`src/rtl/hex_scan_ctrl.sv`:
```
// Multiplexed hex display refresher: one shared decoder scans the digits.
// Define HEX_BLANK_EN to blank leading-zero digits above HEX0.
module hex_scan_ctrl #(
  parameter int NUM_DIGITS  = 6,
  parameter int HOLD_CYCLES = 2
) (
  input  logic        clock,
  input  logic        reset,
  input  logic        load,
  input  logic [23:0] value,
  output logic        busy,
  output logic        done,
  output logic [6:0]  hex0,
  output logic [6:0]  hex1,
  output logic [6:0]  hex2,
  output logic [6:0]  hex3,
  output logic [6:0]  hex4,
  output logic [6:0]  hex5
);

  localparam logic [1:0] IDLE = 2'd0;
  localparam logic [1:0] SCAN = 2'd1;
  localparam logic [1:0] DONE = 2'd2;

  localparam logic [2:0] LAST = 3'(NUM_DIGITS - 1);
  localparam logic [3:0] HMAX = 4'(HOLD_CYCLES - 1);

  logic [1:0]  state;
  logic [23:0] cap;
  logic [2:0]  idx;
  logic [3:0]  cnt;
  logic [6:0]  seg [6];
  logic [3:0]  nib;
  logic [6:0]  dec;
  logic [6:0]  wr;

  assign nib = cap[{idx, 2'b00} +: 4];

  always_comb begin
    dec = 7'h7F;
    case (nib)
      4'h0: dec = 7'h40;
      4'h1: dec = 7'h79;
      4'h2: dec = 7'h24;
      4'h3: dec = 7'h30;
      4'h4: dec = 7'h19;
      4'h5: dec = 7'h12;
      4'h6: dec = 7'h02;
      4'h7: dec = 7'h78;
      4'h8: dec = 7'h00;
      4'h9: dec = 7'h10;
      4'hA: dec = 7'h08;
      4'hB: dec = 7'h03;
      4'hC: dec = 7'h46;
      4'hD: dec = 7'h21;
      4'hE: dec = 7'h06;
      4'hF: dec = 7'h0E;
      default: dec = 7'h7F;
    endcase
  end

`ifdef HEX_BLANK_EN
  // Blank when this nibble and every shown nibble above it are zero.
  logic upper_zero;

  always_comb begin
    upper_zero = 1'b1;
    for (int j = 0; j < NUM_DIGITS; j++)
      if (j >= int'(idx) && cap[4*j +: 4] != 4'd0)
        upper_zero = 1'b0;
  end

  assign wr = (idx != 3'd0 && upper_zero) ? 7'h7F : dec;
`else
  assign wr = dec;
`endif

  always_ff @(posedge clock) begin
    if (reset) begin
      state <= IDLE;
      cap   <= '0;
      idx   <= '0;
      cnt   <= '0;
      for (int k = 0; k < 6; k++)
        seg[k] <= 7'h7F;
    end else begin
      case (state)
        IDLE: begin
          if (load) begin
            cap   <= value;
            idx   <= '0;
            cnt   <= '0;
            state <= SCAN;
          end
        end
        SCAN: begin
          if (cnt == HMAX) begin
            seg[idx] <= wr;
            cnt      <= '0;
            if (idx == LAST)
              state <= DONE;
            else
              idx <= idx + 3'd1;
          end else begin
            cnt <= cnt + 4'd1;
          end
        end
        DONE:    state <= IDLE;
        default: state <= IDLE;
      endcase
    end
  end

  assign busy = (state != IDLE);
  assign done = (state == DONE);

  assign hex0 = seg[0];
  assign hex1 = seg[1];
  assign hex2 = seg[2];
  assign hex3 = seg[3];
  assign hex4 = seg[4];
  assign hex5 = seg[5];

endmodule

```
`config.mk`:
```
export PLATFORM = sky130hd
export DESIGN_NAME = hex_scan_ctrl
export DESIGN_NICKNAME = d
export VERILOG_FILES = /design/src/rtl/hex_scan_ctrl.sv
export SDC_FILE = /design/constraint.sdc
export NUM_CORES = 1
export LEC_CHECK = 0
export ABC_AREA = 1
export CAP_MARGIN = 20
export CELL_PAD_IN_SITES_DETAIL_PLACEMENT = 0
export CELL_PAD_IN_SITES_GLOBAL_PLACEMENT = 2
export CORE_MARGIN = 2
export CORE_UTILIZATION = 31
export DETAILED_ROUTE_END_ITERATION = 8
export GPL_TIMING_DRIVEN = 0
export HOLD_SLACK_MARGIN = 0.02
export PLACE_DENSITY = 0.82
export SYNTH_ARGS = -nofsm -noshare
export SYNTH_HDL_FRONTEND = slang
export SYNTH_SLANG_ARGS = --single-unit
```
`constraint.sdc`:
```
create_clock -name clock -period 2.6 [get_ports clock]
set_input_delay 0.65 -clock clock [delete_from_list [all_inputs] [get_ports clock]]
set_output_delay 0.65 -clock clock [all_outputs]
set_load 0.005 [all_outputs]
```
---- After elaboration in Yosys (flattened, before gate mapping) ----
Memories as Yosys holds them, arrays and structs flattened.
Index checks and enable logic that the tools add are counted.
Widths: inputs -> output; s select.
storage, ports and cells
  bits in registers ....................... 33
  memory bits (writable) .................. 42
  ROM bits ................................ 112
  input port bits ......................... 27
  output and inout port bits .............. 44
  word-level logic and storage cells ...... 45
  memories ................................ 2
memory list
  name              depth  width  read ports  clocked after memory_dff  write ports  RTL line  source
  (name not given)  16     7      1           0                         0            41        case (nib)
  seg               6      7      6           0                         6            32        logic [6:0] seg [6];
operators by class
  add/sub/neg operators ................... 2
  equal/unequal tests ..................... 8
  shift operators ......................... 1
  mux-type cells .......................... 20
  reductions and logical operators ........ 8
operator list
  kind                 number
  $shiftx 24x6->4      1
  $mux 3               4
  $mux 4               2
  $ne 2x2->1 const B   4
  $pmux 4 s2           1
  $mux 1               7
  $mux 7               1
  $reduce_or 7->1      1
  $mux 2               3
  $pmux 3 s2           1
  $add 4x1->4 const B  1
  $eq 4x1->1 const B   1
  $pmux 2 s2           1
  $reduce_and 2->1     2
  $reduce_and 4->1     1
  $reduce_bool 2->1    2
  $add 3x1->3 const B  1
  $eq 3x3->1 const B   1
  $reduce_and 3->1     1
  $eq 2x1->1 const B   1
  $eq 2x2->1 const B   1
  $logic_not 2->1      1

---- Logic depth before layout (Yosys ltp) ----
Gate-level depths: netlist (run 1).
  word-level depth ........................ 7
  depth in mapped cells ................... 13
  depth with buffers taken out ............ 11

---- Worst setup path before layout (run 1) ----
No wires, ideal clock.
  path kind ............................... reg2reg
  from .................................... register cnt[0]
  to ...................................... memory seg[2][0], enable pin
  setup time .............................. 381 ps
  arrival ................................. 1839 ps
  data required time ...................... 2219 ps
  path slack .............................. 380 ps
  stages on the path, launching flop included .. 7
  path buffers ............................ 0
  period minus slack after synthesis ...... 2220 ps
  path through ............................ dfxtp_1 -> ha_1 -> nor3b_4 -> nand3_4 -> nor2_1 -> nand2_1 -> o21ai_0
RTL lines
  element                   RTL line  source
  start: declaration        31        logic [3:0] cnt;
  start signal: assignment  105       cnt <= cnt + 4'd1;
  end: declaration          32

==> results of run 1 <==
## stage by stage
step / hold slack (ps) / power, W / setup TNS (ps)
2_1_floorplan: 429 / 0.00160 / 0
3_3_place_gp: 443 / 0.00174 / -23220
3_5_place_dp: 447 / 0.00175 / -21620
4_1_cts: 459 / 0.00265 / 0
5_1_grt: 473 / 0.00275 / -497
6_report: 455 / 0.00263 / 0
## state kept, by name, summed over array words and instances (netlist names)
| signal | flops |
|---|---|
| seg | 42 |
| cap | 24 |
| cnt | 4 |
| idx | 3 |
| state | 2 |
## routing by layer
layer  vias up  wire [µm]
met1      1252       3780
met5         -          0
met2        97       4050
met3        11        561
met4         0        123
li1       1424          -
## power groups by stage
stage / clock (W) / sequential, W / combinational [W]
CTS: 0.000930 / 0.00131 / 0.000408
detailed placement: 0 / 0.00134 / 0.000407
global route: 0.000971 / 0.00132 / 0.000461
finish: 0.000913 / 0.00131 / 0.000409
global placement: 0 / 0.00134 / 0.000400
floorplan: 0 / 0.00133 / 0.000266
## repair_timing
item	4_1_cts	5_1_grt
setup endpoints to repair	28	39
resized for setup	5	4
buffers inserted	0	0
hold endpoints to repair	0	0
## worst register-to-register path, cell delays in order (launching register included)
cell and delay, ps:
dfxtp_1 360, buf_4 200, buf_4 250, nand2_1 80, nand3_1 90, nand3_1 70, nand2_1 180, inv_1 130
ha_1 250, inv_1 100, nand3_1 100, nand3_1 270, nand4_1 140
## kinds of logic (layout without fill, tap and decap cells)
logic type / Yosys count / in the layout
adders and majority gates: 10 / 10
DFF: 75 / 75
xor gates and xnor gates: 1 / 1
buffers and inverters: 42 / 129
and+or+nand+nor: 178 / 178
AOI/OAI and AO/OA: 58 / 58
## cell type report
class,instances,share of cell area (%)
buffer,14,1.84
clock buffer,10,2.80
clock inverter,6,1.59
inverter,28,2.36
multi-input combinational,247,29.9
sequential,75,42.2
tap,140,3.84
timing repair buffer,71,15.5
## layout by cell type, fill, tap and decap left out, types with 10 or more instances in the layout
cell | Yosys | final
inv_1 | 24 | 24
dfxtp_1 | 33 | 33
edfxtp_1 | 42 | 42
nand3_1 | 46 | 46
clkdlybuf4s50_1 | 0 | 70
nor2_1 | 42 | 42
o21ai_0 | 34 | 30
nand4_1 | 17 | 17
ha_1 | 10 | 10
nand2_1 | 53 | 53
a21oi_1 | 14 | 14
## worst min path at each step
stage               endpoint  slack [ps]  cells past startpoint
detailed placement    cap[2]         450                      2
global placement      cap[3]         440                      2
floorplan            cap[14]         430                      2
CTS                   cap[2]         460                      2
finish                cap[2]         460                      2
global route         cap[11]         470                      2
==> results.toml, run 1 <==
[yosys]
syn_avg_cell_area_um2 = 9.49
synth_area_leaders = "edfxtp_1 36%, dfxtp_1 19%, nand3_1 6.7%"
muxShareOfSynthArea_pct = 0
synth_common_cells = "53 x nand2_1, 46 x nand3_1, 42 x edfxtp_1, 42 x nor2_1, 34 x o21ai_0"
synth.cell_area_mm2 = 0.00346
synthesis.nets = 401
yosys.area.top_type_share_pct = 36.5
synth_top_area_cell = "edfxtp_1"
synth_seq_cells = 75
synth_edf_count = 42
synthXorXnorAreaFrac_pct = 0.253
synth_top_family_by_area = "simple AND/OR/NAND/NOR gates"
ys_async_sr_fraction_pct = 0
ys_seq_area_share_pct = 55.6
synthAdderAreaFrac_pct = 3.62
synth_compound_area_share_pct = 9.63
synth_ff_type = "edfxtp_1"
yosysWarningCount = 0
yosys.area_share.simple_pct = 25.3
ys_types = 35
yosysMostFrequentCell = "nand2_1"
netlist_instances = 364

[setup_path]
critPathArrivalTime_ps = 2580
ff2ff_path_depth = 12
r2r_start = "idx[0]"
cp_max_fo = 10
path_cells = "buf_4, buf_4, nand2_1, nand3_1, nand3_1, nand2_1, inv_1, ha_1, inv_1, nand3_1, nand3_1, nand4_1"
critPathLaunch = "idx[0]"
crit_buf_inv = 4
critPathRequiredTime_ps = 2690
critPathTopFamily = "simple AND/OR/NAND/NOR gates"
cp_slowest_cell = "dfxtp_1"
cp_num_cells = 12
worst_setup_path_start_kind = "flop"
crit_path_end = "seg[3][3]"
worst-setup-path-type = "flop to flop"
r2r-end = "seg[3][3]"
crit_top_cell = "nand3_1"
cp_slowest_stage_delay_ps = 360
r2r_slack_ps = 100
crit_path_end_kind = "flop"

[power_and_ir_drop]
swShare_pct = 28.5
seqPwrFrac_pct = 49.8
switchingPower_w = 0.000751
p_leak_nw = 1.56
power_frac_clock_pct = 34.7
p_int_w = 0.00188
ir_drop_uv = 326
powerDensity_mw_per_mm2 = 578
p_comb_share_pct = 15.5

[placement]
routabilityCongestion = 0.806
dp_hpwl_um = 6350
dp.cells = 574
dp_worst_setup_slack_ps = -703
dpl_cell_area_mm2 = 0.00433
portBuffers = 70

[global_route]
grt.overflow.total = 0
gr-usage-all-layers_pct = 15.4
grt_max_degree = 15
grt_pass1_wl_um = 13700
use_met3_pct = 4.56
antenna_found_initial = 0
grt_use_met2_pct = 26.1
met1_usage_pct = 18.2
top_usage_layer = "met2"
grt_pass1_vias = 2739

[layout]
nNetsFinal = 483
nFillCells = 1105
area_growth_syn_to_layout_pct = 31.9
final_core_util_pct = 42.1
layout.area.seq_mm2 = 0.00192
diodes = 0
drive_above_1_share_pct = 11.1
final_area_mm2 = 0.00456
fin_cells = 591
multi_input_area_mm2 = 0.00136

[sta]
timing.final.crit_share_pct = 96.0
worst_pin_slew_ps = 604
hold_viol_final = 0
finalClockSkew_ps = 13.0
setup_viol = 0
rsz0062_at_grt = "yes"
maxSlewViolCount = 0
fin_ws_ps = 105
fin_crit_ps = 2500
fmax_mhz = 401
maxSlewHeadroom_pct = 59.7

[job]
cap_violations = 0

[routing]
drt_wl_total_um = 8520
drc = 0
wl_per_cell_um = 14.4
firstDrtPassIters = 4
drt_iter0_markers = 108
vias_per_cell = 4.71
ant_nets = 0
vias = 2784

[clocking]
clkLatencyLatePin_ps = 360
cts.path.max_buffers = 2
clock-sinks = 75
ctsHoldBuffers = 0
numCtsBuffers = 9
clk_transition_reported_paths_ps = 80
root_buffer = "clkbuf_8"
cts_tree = "done"
h-tree-depth = 3

[hold_path]
hold_path.class = "flop to flop"
holdCritStartpoint = "cap[2]"

[status]
status = "finished clean"

[die]
start_util_pct = 31.9
top_level_ports = 71
die_height_um = 110
dieWidth_um = 110
die_area_mm2 = 0.0120
row_count = 38
core_mm2 = 0.0108
(Power assumes the default switching activity.)
==> run 2: changes to the inputs <==
- HOLD_SLACK_MARGIN: 0.02 -> 0.15
==> results of run 2 <==
No change in the layout: final DEF, timing and power equal those of run 1.
